`src/rtl/pipeline_pkg.sv`:
```
// Shared pipeline constants: datapath widths, ALU operation codes and the
// field values loaded into a stage register when a bubble is inserted.
package pipeline_pkg;

  localparam int unsigned DATA_W     = 32;
  localparam int unsigned REG_ADDR_W = 5;
  localparam int unsigned OP_W       = 6;

  typedef enum logic [5:0] {
    ALU_ADD = 6'd0,
    ALU_SUB = 6'd1,
    ALU_MUL = 6'd2,
    ALU_DIV = 6'd3,
    ALU_SLL = 6'd4,
    ALU_SRL = 6'd5,
    ALU_SLT = 6'd6,
    ALU_AND = 6'd7,
    ALU_OR  = 6'd8,
    ALU_XOR = 6'd9,
    ALU_NOR = 6'd10,
    ALU_SRA = 6'd11
  } alu_op_e;

  // A bubble is an add with no side effects; data and address fields clear to zero.
  localparam logic    BUBBLE_VALID = 1'b0;
  localparam logic    BUBBLE_CTRL  = 1'b0;
  localparam alu_op_e BUBBLE_OP    = ALU_ADD;

endpackage

```
`src/rtl/id_ex_stage_fwd_mux.sv`:
```
// Operand forwarding select for one source register: EX/MEM result beats
// MEM/WB result beats register-file data; register 0 is never forwarded.
module fwd_mux #(
  parameter int unsigned DATA_W     = 32,
  parameter int unsigned REG_ADDR_W = 5
) (
  input  logic [REG_ADDR_W-1:0] src_addr,
  input  logic [DATA_W-1:0]     reg_data,
  input  logic                  exmem_reg_write,
  input  logic [REG_ADDR_W-1:0] exmem_rd_addr,
  input  logic [DATA_W-1:0]     exmem_result,
  input  logic                  memwb_reg_write,
  input  logic [REG_ADDR_W-1:0] memwb_rd_addr,
  input  logic [DATA_W-1:0]     memwb_result,
  output logic [DATA_W-1:0]     fwd_data
);

  always_comb begin
    fwd_data = reg_data;
    if (exmem_reg_write && (exmem_rd_addr != '0) && (exmem_rd_addr == src_addr))
      fwd_data = exmem_result;
    else if (memwb_reg_write && (memwb_rd_addr != '0) && (memwb_rd_addr == src_addr))
      fwd_data = memwb_result;
  end

endmodule

```
`src/rtl/id_ex_stage.sv`:
```
// ID/EX pipeline register: captures decoded fields, forwards operands into
// the ALU inputs and inserts bubbles on flush or load-use hazards.
module id_ex_stage #(
  parameter int unsigned DATA_W     = pipeline_pkg::DATA_W,
  parameter int unsigned REG_ADDR_W = pipeline_pkg::REG_ADDR_W,
  parameter int unsigned OP_W       = pipeline_pkg::OP_W
) (
  input  logic                  clk,
  input  logic                  rst,
  input  logic                  stall_in,
  input  logic                  flush_in,
  input  logic                  id_valid,
  input  logic [DATA_W-1:0]     id_pc,
  input  logic [DATA_W-1:0]     id_rs_data,
  input  logic [DATA_W-1:0]     id_rt_data,
  input  logic [DATA_W-1:0]     id_imm,
  input  logic [REG_ADDR_W-1:0] id_rs_addr,
  input  logic [REG_ADDR_W-1:0] id_rt_addr,
  input  logic [REG_ADDR_W-1:0] id_rd_addr,
  input  logic [OP_W-1:0]       id_alu_op,
  input  logic                  id_alu_src,
  input  logic                  id_reg_write,
  input  logic                  id_mem_read,
  input  logic                  id_mem_write,
  input  logic                  exmem_reg_write,
  input  logic [REG_ADDR_W-1:0] exmem_rd_addr,
  input  logic [DATA_W-1:0]     exmem_result,
  input  logic                  memwb_reg_write,
  input  logic [REG_ADDR_W-1:0] memwb_rd_addr,
  input  logic [DATA_W-1:0]     memwb_result,
  output logic                  ex_valid,
  output logic [DATA_W-1:0]     ex_op1,
  output logic [DATA_W-1:0]     ex_op2,
  output logic [OP_W-1:0]       ex_operation,
  output logic [DATA_W-1:0]     ex_store_data,
  output logic [REG_ADDR_W-1:0] ex_rd_addr,
  output logic                  ex_reg_write,
  output logic                  ex_mem_read,
  output logic                  ex_mem_write,
  output logic [DATA_W-1:0]     ex_pc,
  output logic                  load_use_stall
);

  import pipeline_pkg::*;

  logic                  r_valid;
  logic [DATA_W-1:0]     r_pc;
  logic [DATA_W-1:0]     r_rs_data;
  logic [DATA_W-1:0]     r_rt_data;
  logic [DATA_W-1:0]     r_imm;
  logic [REG_ADDR_W-1:0] r_rs_addr;
  logic [REG_ADDR_W-1:0] r_rt_addr;
  logic [REG_ADDR_W-1:0] r_rd_addr;
  logic [OP_W-1:0]       r_op;
  logic                  r_alu_src;
  logic                  r_reg_write;
  logic                  r_mem_read;
  logic                  r_mem_write;
  logic [DATA_W-1:0]     fwd_rs;
  logic [DATA_W-1:0]     fwd_rt;

  always_ff @(posedge clk or posedge rst) begin
    if (rst) begin
      r_valid     <= '0;
      r_pc        <= '0;
      r_rs_data   <= '0;
      r_rt_data   <= '0;
      r_imm       <= '0;
      r_rs_addr   <= '0;
      r_rt_addr   <= '0;
      r_rd_addr   <= '0;
      r_op        <= '0;
      r_alu_src   <= '0;
      r_reg_write <= '0;
      r_mem_read  <= '0;
      r_mem_write <= '0;
    end else if (!stall_in) begin
      if (flush_in || load_use_stall) begin
        r_valid     <= BUBBLE_VALID;
        r_pc        <= '0;
        r_rs_data   <= '0;
        r_rt_data   <= '0;
        r_imm       <= '0;
        r_rs_addr   <= '0;
        r_rt_addr   <= '0;
        r_rd_addr   <= '0;
        r_op        <= OP_W'(BUBBLE_OP);
        r_alu_src   <= BUBBLE_CTRL;
        r_reg_write <= BUBBLE_CTRL;
        r_mem_read  <= BUBBLE_CTRL;
        r_mem_write <= BUBBLE_CTRL;
      end else begin
        r_valid     <= id_valid;
        r_pc        <= id_pc;
        r_rs_data   <= id_rs_data;
        r_rt_data   <= id_rt_data;
        r_imm       <= id_imm;
        r_rs_addr   <= id_rs_addr;
        r_rt_addr   <= id_rt_addr;
        r_rd_addr   <= id_rd_addr;
        r_op        <= id_alu_op;
        r_alu_src   <= id_alu_src;
        r_reg_write <= id_reg_write;
        r_mem_read  <= id_mem_read;
        r_mem_write <= id_mem_write;
      end
    end
  end

  fwd_mux #(.DATA_W(DATA_W), .REG_ADDR_W(REG_ADDR_W)) u_fwd_rs (
    .src_addr        (r_rs_addr),
    .reg_data        (r_rs_data),
    .exmem_reg_write (exmem_reg_write),
    .exmem_rd_addr   (exmem_rd_addr),
    .exmem_result    (exmem_result),
    .memwb_reg_write (memwb_reg_write),
    .memwb_rd_addr   (memwb_rd_addr),
    .memwb_result    (memwb_result),
    .fwd_data        (fwd_rs)
  );

  fwd_mux #(.DATA_W(DATA_W), .REG_ADDR_W(REG_ADDR_W)) u_fwd_rt (
    .src_addr        (r_rt_addr),
    .reg_data        (r_rt_data),
    .exmem_reg_write (exmem_reg_write),
    .exmem_rd_addr   (exmem_rd_addr),
    .exmem_result    (exmem_result),
    .memwb_reg_write (memwb_reg_write),
    .memwb_rd_addr   (memwb_rd_addr),
    .memwb_result    (memwb_result),
    .fwd_data        (fwd_rt)
  );

  assign ex_valid      = r_valid;
  assign ex_pc         = r_pc;
  assign ex_operation  = r_op;
  assign ex_rd_addr    = r_rd_addr;
  assign ex_reg_write  = r_reg_write;
  assign ex_mem_read   = r_mem_read;
  assign ex_mem_write  = r_mem_write;
  assign ex_op1        = fwd_rs;
  assign ex_op2        = r_alu_src ? r_imm : fwd_rt;
  assign ex_store_data = fwd_rt;

  // rt is compared even for immediate-format instructions; the extra stall is accepted.
  assign load_use_stall = r_valid && r_mem_read && (r_rd_addr != '0) && id_valid &&
                          ((id_rs_addr == r_rd_addr) || (id_rt_addr == r_rd_addr));

endmodule

```
`config.mk`:
```
export PLATFORM = sky130hd
export DESIGN_NAME = id_ex_stage
export DESIGN_NICKNAME = d
export VERILOG_FILES = /design/src/rtl/pipeline_pkg.sv /design/src/rtl/id_ex_stage_fwd_mux.sv /design/src/rtl/id_ex_stage.sv
export SDC_FILE = /design/constraint.sdc
export NUM_CORES = 1
export LEC_CHECK = 0
export CORE_MARGIN = 10
export CORE_UTILIZATION = 35
export DETAILED_ROUTE_END_ITERATION = 8
export GPL_TIMING_DRIVEN = 0
export PLACE_DENSITY_LB_ADDON = 0.05
export SKIP_CTS_REPAIR_TIMING = 1
export SLEW_MARGIN = 15
export SYNTH_ARGS = -nofsm -noshare
export SYNTH_HDL_FRONTEND = slang
export SYNTH_SLANG_ARGS = --single-unit
```
`constraint.sdc`:
```
create_clock -name clk -period 5.9 [get_ports clk]
set_clock_uncertainty 0.15 [all_clocks]
set_input_delay 0.59 -clock clk [delete_from_list [all_inputs] [get_ports clk]]
set_output_delay 0.59 -clock clk [all_outputs]
set_load 0.005 [all_outputs]
```
* After elaboration in Yosys (flattened, before gate mapping)
Index checks and enable logic that the tools add are counted.
Storage, ports and cells: register bits 154, bits of input ports 234, output and inout port bits 144, word-level logic and storage cells 52
Operators by class: eq/ne operators 6, mux-type cells 18, reductions and logical operators 15
Operators with widths (number):
- $mux W32 | 9
- $eq A5 B5 Y1 | 6
- $mux W5 | 3
- $reduce_bool A5 Y1 | 3
- $logic_and A1 B1 Y1 | 10
- $mux W6 | 1
- $mux W1 | 5
- $logic_or A1 B1 Y1 | 2

* Depth between registers and ports, before layout
Gate-level depths: netlist of run 1.
depth after elaboration 6, gate-level depth with buffers 8, depth with buffers taken out 5

* By module
A second synthesis of run 1 with hierarchy kept.
Second synthesis, totals: cell total of the unflattened synthesis 1140, area total of the unflattened synthesis 9998.3 um2
Modules (own cells, without submodules):
- id_ex_stage | instances 1, cells an instance 770, area each 7663.6 um2, sequential area each 3853.7 um2
- fwd_mux | instances 2, cells an instance 185, area each 1167.4 um2, sequential area each 0.0 um2

* Worst setup path after synthesis of run 1
No wires, ideal clock.
path kind input port to output port, from input port memwb_rd_addr[4], to output port ex_op1[10], data arrival time 2073 ps, required time 5160 ps, setup slack 3087 ps, cell stages on the path 8, buffers on the path 3, cells stage by stage or4_1 o21a_1 buf_6 and4_4 buf_6 buf_6 mux2i_1 a21oi_1
Between the ends: word-level cells in the longest chain between the ends 5, elaborated cells on any way between the ends 6, those cells by class eq/ne: 1; mux: 2; reduce/logical: 3
Ends and longest elaborated chain:
- start: declaration | RTL line id_ex_stage.sv:29 | input logic [REG_ADDR_W-1:0] memwb_rd_addr,
- $reduce_bool A5 Y1 | RTL line id_ex_stage_fwd_mux.sv:22 | else if (memwb_reg_write && (memwb_rd_addr != '0) && (memwb_rd_addr == src_addr))
- $logic_and A1 B1 Y1 | RTL line id_ex_stage_fwd_mux.sv:22
- $logic_and A1 B1 Y1 * | RTL line id_ex_stage_fwd_mux.sv:22
- $mux W32 * | RTL line id_ex_stage_fwd_mux.sv:22
- $mux W32 * | RTL line id_ex_stage_fwd_mux.sv:20 | if (exmem_reg_write && (exmem_rd_addr != '0) && (exmem_rd_addr == src_addr))
- end: declaration | RTL line id_ex_stage.sv:32 | output logic [DATA_W-1:0] ex_op1,
Mark *: on every way between the ends. The rest lies on a longest branch, timed or not.

* Worst setup path in the final report of run 1
from input port memwb_rd_addr[1], to output port ex_op2[1]
Between the ends: word-level cells in the longest chain between the ends 6, elaborated cells on any way between the ends 7, those cells by class eq/ne: 1; mux: 3; reduce/logical: 3
Ends and longest elaborated chain:
- $reduce_bool A5 Y1 | RTL line id_ex_stage_fwd_mux.sv:22
- $logic_and A1 B1 Y1 | RTL line id_ex_stage_fwd_mux.sv:22
- $logic_and A1 B1 Y1 * | RTL line id_ex_stage_fwd_mux.sv:22
- $mux W32 * | RTL line id_ex_stage_fwd_mux.sv:22
- $mux W32 * | RTL line id_ex_stage_fwd_mux.sv:20
- $mux W32 * | RTL line id_ex_stage.sv:142 | assign ex_op2 = r_alu_src ? r_imm : fwd_rt;
- end: declaration | RTL line id_ex_stage.sv:33 | output logic [DATA_W-1:0] ex_op2,
Marked as above.

==> results.cfg, run 1 <==
[sta]
setup_viol = 0
slew_viol_final = 0
max_clock_freq_mhz = 226.9
rsz0062_at_grt = false
period_share = 0.7470
finalHoldViolations = 0
worst_pin_slew_ps = 823.8
finalWorstSetupSlack_ps = 1493
slew_headroom = 0.4468
period_needed_ps = 4407

[clock_network]
clockRootBuffer = clkbuf_16
cts_buffers = 17
htree_levels = 4
clockBufferDepth = 2
cts_num_sinks = 154
insertion_delay_ps = 430
cts.clk_slew.worst_paths_ps = 60
cts_tree = done

[critical_path]
slowest_stage = nor4_4
cp-end-kind = primary output
cp_common_cell = clkdlybuf4s50_1
cp_data_required_time_ps = 5160
worstPathCellList = clkdlybuf4s50_1 -> xor2_1 -> nor4_4 -> nand3_2 -> buf_6 -> a221oi_1 -> o31ai_1 -> clkdlybuf4s50_1
path_max_fanout = 10
critical_path_arrival_ps = 3670
slowest_delay_ps = 600
crit_family = buffers and inverters
setup.worst_path.class = in2out
start_kind = primary input
cp_num_buf_inv = 3

[place]
gp_congestion = 0.8606
dp_hpwl_microns = 28490
post-place-ws_ps = 1575
port_buffers = 377
dp_cells = 1415

[synthesis]
syn_nets = 986
yosys.area_share.simple = 0.1110
netlist_instances = 752
synth_mux_area_frac = 0.03984
ys_seq_elements = 154
ys_seq_area_frac = 0.4794
synth.avg_cell_area_sq_um = 10.69
synth_fa_ha_area_frac = 0
yosys_warnings = 0
synth_compound_area_frac = 0.2847
synth_xor_area_frac = 0.03268
synth_top_family_by_area = compound AO/OA/AOI/OAI gates
syn_area_sq_um = 8039
synth_cell_types = 30

[power]
leakagePower_nw = 5.085
sw_frac_of_total = 0.2863
cellInternalPower_mw = 2.189
power.density_nw_per_um2 = 239.2
clkPwrFrac = 0.368
ir_worst_vdd_mv = 0.2052
seqPwrFrac = 0.389
switching_power_mw = 0.8783
combPwrFrac = 0.243

[global_route]
grt.overflow.total = 0
grt_max_degree = 107
track_usage = 0.2417
antenna_found_initial = 10
grt_pass1_wl_microns = 53610
grt_pass1_vias = 8581

[floorplan]
coreArea_sq_um = 22640
dieArea_sq_um = 29430
start_util = 0.3551
rows = 55
die_x_microns = 171.6
fp.dieH_microns = 171.6
ios = 378

[drt]
via_per_inst = 5.674
ant_nets = 0
vias = 8267
wirelength_microns = 36750
drt_first_iter_violations = 653
dr.pass1.iters = 5
drc_errors = 0
wl_per_cell_microns = 25.22

[layout]
nNetsFinal = 1383
drive_gt1_frac = 0.06024
stdcell_count = 1457
area_growth_pct = 59.55

[worst_hold_path]
hp-class = reg2reg

[outcome]
status = finished, final reports clean

[job]
maxCapViolations = 0
-- path summary, 6_finish.rpt --
check | endpoint | start | cells past startpoint | slack (ps)
setup / recovery | ex_op2[1] | memwb_rd_addr[1] | 8 | 1490
hold / removal | r_imm[5] | r_imm[5] | 1 | 340
setup reg to reg | r_rs_data[14] | ex_rd_addr[4] | 7 | 3310
hold reg to reg | r_imm[5] | r_imm[5] | 1 | 340
max in group asynchronous | r_imm[0] | rst | 3 | 4260
min in group asynchronous | ex_pc[10] | rst | 2 | 410
-- final cells by class --
| type | count | area, sq um |
|---|---|---|
| antenna | 10 | 25.02 |
| buffer | 89 | 414.1 |
| clock buffer | 17 | 425.4 |
| clock inverter | 15 | 171.4 |
| fill | 2063 | 9814 |
| inverter | 2 | 15.01 |
| multi-input combinational | 507 | 3764 |
| sequential | 154 | 3854 |
| tap | 285 | 356.6 |
| timing repair buffer | 378 | 3801 |
-- logic make-up after synthesis --
group / after synthesis
AOI/OAI and AO/OA: 255
buffers and inverters: 91
DFF: 154
and+or+nand+nor: 190
xor gates and xnor gates: 30
muxes: 32
-- power by group through the flow --
stage | clock, mW | sequential, mW | combinational, mW
4_1_cts | 1.16 | 1.19 | 0.751
3_5_place_dp | 0 | 1.21 | 0.747
6_report | 1.13 | 1.19 | 0.745
5_1_grt | 1.20 | 1.20 | 0.800
3_3_place_gp | 0 | 1.21 | 0.741
2_1_floorplan | 0 | 1.20 | 0.278
-- stage by stage --
step	hold WS (ps)	power [mW]	cell area [sq um]	util	setup TNS [ps]
3_5_place_dp	328.3	1.960	12200	0.5390	0
4_1_cts	345.1	3.101	12800	0.5654	0
3_3_place_gp	319.6	1.952	12170	0.5375	-232710
6_report	341.0	3.067	12830	0.5665	0
5_1_grt	353.5	3.202	12810	0.5657	0
2_1_floorplan	312.5	1.478	8039	-	0
-- placed cells by master (no fill, tap or decap), types with 2 or more instances in the layout --
cell             instances
a21oi_1                 33
a221oi_1                24
a221oi_2                 8
a22o_1                  11
a32o_1                 143
and3_1                  32
buf_2                   13
buf_4                    5
buf_6                    6
clkbuf_1                65
clkbuf_16               17
clkdlybuf4s50_1        377
dfrtp_1                154
diode_2                 10
inv_6                    7
inv_8                    6
mux2i_1                 32
nand2_1                 32
nand3_1                  4
nor2_1                  99
nor3_1                   4
nor3b_1                 11
o21ai_0                  2
o31ai_1                 32
or4_1                    3
xnor2_1                 17
xor2_1                  13
-- flip-flops by register name, indices dropped and copies added, names as in the netlist, 5 cells and up --
| register | cells |
|---|---|
| r_imm | 32 |
| ex_pc | 32 |
| ex_rd_addr | 5 |
| r_rs_data | 32 |
| r_rt_addr | 5 |
| r_rs_addr | 5 |
| r_rt_data | 32 |
| ex_operation | 6 |
-- synth_stat cells (all sizes together) --
| cell | count | share of area |
|---|---|---|
| dfrtp | 154 | 0.48 |
| a32o | 143 | 0.18 |
| nor2 | 99 | 0.046 |
| clkbuf | 65 | 0.030 |
| a21oi | 33 | 0.021 |
| a221oi | 32 | 0.041 |
| and3 | 32 | 0.025 |
| mux2i | 32 | 0.040 |
| nand2 | 32 | 0.015 |
| o31ai | 32 | 0.030 |
| buf | 24 | 0.021 |
| xnor2 | 17 | 0.019 |
| xor2 | 13 | 0.014 |
| a22o | 11 | 0.012 |
| nor3b | 11 | 0.010 |
| nand3 | 5 | 0.0037 |
| nor3 | 4 | 0.0025 |
| or4 | 3 | 0.0028 |
| inv | 2 | 0.00093 |
| o21ai | 2 | 0.0012 |
| and4 | 1 | 0.0014 |
| nand4 | 1 | 0.00078 |
| nor4 | 1 | 0.0026 |
| o211ai | 1 | 0.00093 |
| o21a | 1 | 0.00093 |
| or2 | 1 | 0.00078 |
-- per-layer routing --
layer | track usage | vias to the layer above | wire, microns
met5 | 0 | - | 34
met4 | 0.09074 | 6 | 872
met3 | 0.08985 | 52 | 3739
met2 | 0.3996 | 351 | 17880
met1 | 0.2791 | 4089 | 14230
li1 | - | 3769 | -
Note: power is estimated with default switching activity, not from simulation.
==> run 2, diff against run 1 <==
Clock period 5.9 ns to 3.9 ns, I/O delays scaled along.
==> run 2 against run 1 <==
Net effect: global-route usage is 0.35 points higher; routed wire length is 0.94% higher; sequential share of layout area is 0.23 points lower; setup slack worse by 1400 ps; die area stayed put; utilization is 0.44 points higher.
==> results.cfg, run 2 (same netlist as run 1, synthesis figures left out) <==
[drt]
wl_per_cell_microns = 25.37
via_per_inst = 5.598
ant_nets = 0
drt_first_iter_violations = 545
wirelength_microns = 37100
drc_errors = 0
dr.pass1.iters = 5
vias = 8185

[power]
ir_worst_vdd_mv = 0.2819
clkPwrFrac = 0.369
power.density_nw_per_um2 = 360.8
switching_power_mw = 1.340
combPwrFrac = 0.244
leakagePower_nw = 5.134
p_total_mw = 4.664
seqPwrFrac = 0.387
cellInternalPower_mw = 3.324
sw_frac_of_total = 0.2873

[clock_network]
cts.clk_slew.worst_paths_ps = 80
cts_num_sinks = 154
cts_tree = done
clockBufferDepth = 2
htree_levels = 4
clockRootBuffer = clkbuf_16
cts_buffers = 17
insertion_delay_ps = 430

[critical_path]
reg2regPathDepth = 7
rr_startpoint = ex_rd_addr[4]
timing.rr.end = r_rs_data[18]
critPathCapture = ex_op2[12]
setup.worst_path.class = in2out
cp_data_required_time_ps = 3360
path_max_fanout = 10
critical_path_arrival_ps = 3260
cp-end-kind = primary output
r2r_slack_ps = 1200
cp-startpoint = exmem_rd_addr[0]
start_kind = primary input

[place]
port_buffers = 377
dp_hpwl_microns = 29180
dpl_cell_area_sq_um = 12270
post-place-ws_ps = 35.05
gp_congestion = 0.8266
dp_cells = 1419

[layout]
final_common_cell = clkdlybuf4s50_1
fin_util = 0.5709
final_area_sq_um = 12920
stdcell_count = 1462
nNetsFinal = 1389
area_growth_pct = 60.78
drive_gt1_frac = 0.06764
final_cell_mix = clkdlybuf4s50_1, dfrtp_1, a32o_1, nor2_1, clkbuf_1

[global_route]
grt_pass1_vias = 8880
grt.overflow.total = 0
track_usage = 0.2452
grt_pass1_wl_microns = 54320
antenna_found_initial = 10
grt_max_degree = 34

[outcome]
status = finished, final reports clean

[sta]
worst_pin_slew_ps = 1027
finalWorstSetupSlack_ps = 100.4
setup_viol = 0
slew_viol_final = 0
fin_hold_ws_ps = 198.2
period_share = 0.9743
slew_headroom = 0.3129
period_needed_ps = 3800
rsz0062_at_grt = true
finalHoldViolations = 0
max_clock_freq_mhz = 263.2
tns_ps = 0

[floorplan]
start_util = 0.3551
ios = 378
fp.dieH_microns = 171.6
dieArea_sq_um = 29430
rows = 55
coreArea_sq_um = 22640
die_x_microns = 171.6

[worst_hold_path]
hp-class = in2async

[job]
maxCapViolations = 0
-- run 2: cell count changes in the layout (fill, tap and decap cells not counted), sizes merged --
cell / previous run / this run
inv: 14 / 13
buf: 25 / 31
diode: 10 / 9
clkinv: 1 / 2
-- run 2: critical path, stage by stage --
cell and delay, ps:
clkdlybuf4s50_1 480, or4_1 570, o211ai_1 260, or2_2 160, buf_2 170, buf_2 300, nor2_1 90, o31ai_1 270
clkdlybuf4s50_1 570
-- run 2: power groups by stage --
stage                     clock [mW]  sequential, mW  combinational [mW]
after detailed placement           0            1.83                1.14
final                           1.72            1.81                1.14
after floorplan                    0            1.82               0.421
after global routing            1.82            1.82                1.22
after CTS                       1.74            1.80                1.15
after global placement             0            1.83                1.12
-- run 2: how the worst min path moves through the flow --
stage | slack [ps] | end
after floorplan | 310 | r_rs_data[0]
after global placement | 320 | r_rs_data[20]
after detailed placement | 330 | ex_pc[29]
after CTS | 200 | ex_rd_addr[3]
after global routing | 210 | ex_pc[10]
final | 200 | ex_rd_addr[3]
-- run 2: area by class of cell --
cell class,count,area [sq um]
plain buffers,89,414.1
flip-flops and latches,154,3854
clock buffers,17,425.4
inverters,2,11.26
clock inverters,15,172.7
well taps,285,356.6
fillers,2059,9716
diodes,9,22.52
multi-input cells,507,3780
repair buffers,384,3889
-- run 2: routing by layer --
layer | track usage | up-vias | wire [microns]
li1 | - | 3774 | -
met1 | 0.2778 | 4044 | 14440
met2 | 0.4123 | 309 | 18290
met3 | 0.09626 | 48 | 3505
met4 | 0.08318 | 10 | 808
met5 | 0 | - | 61
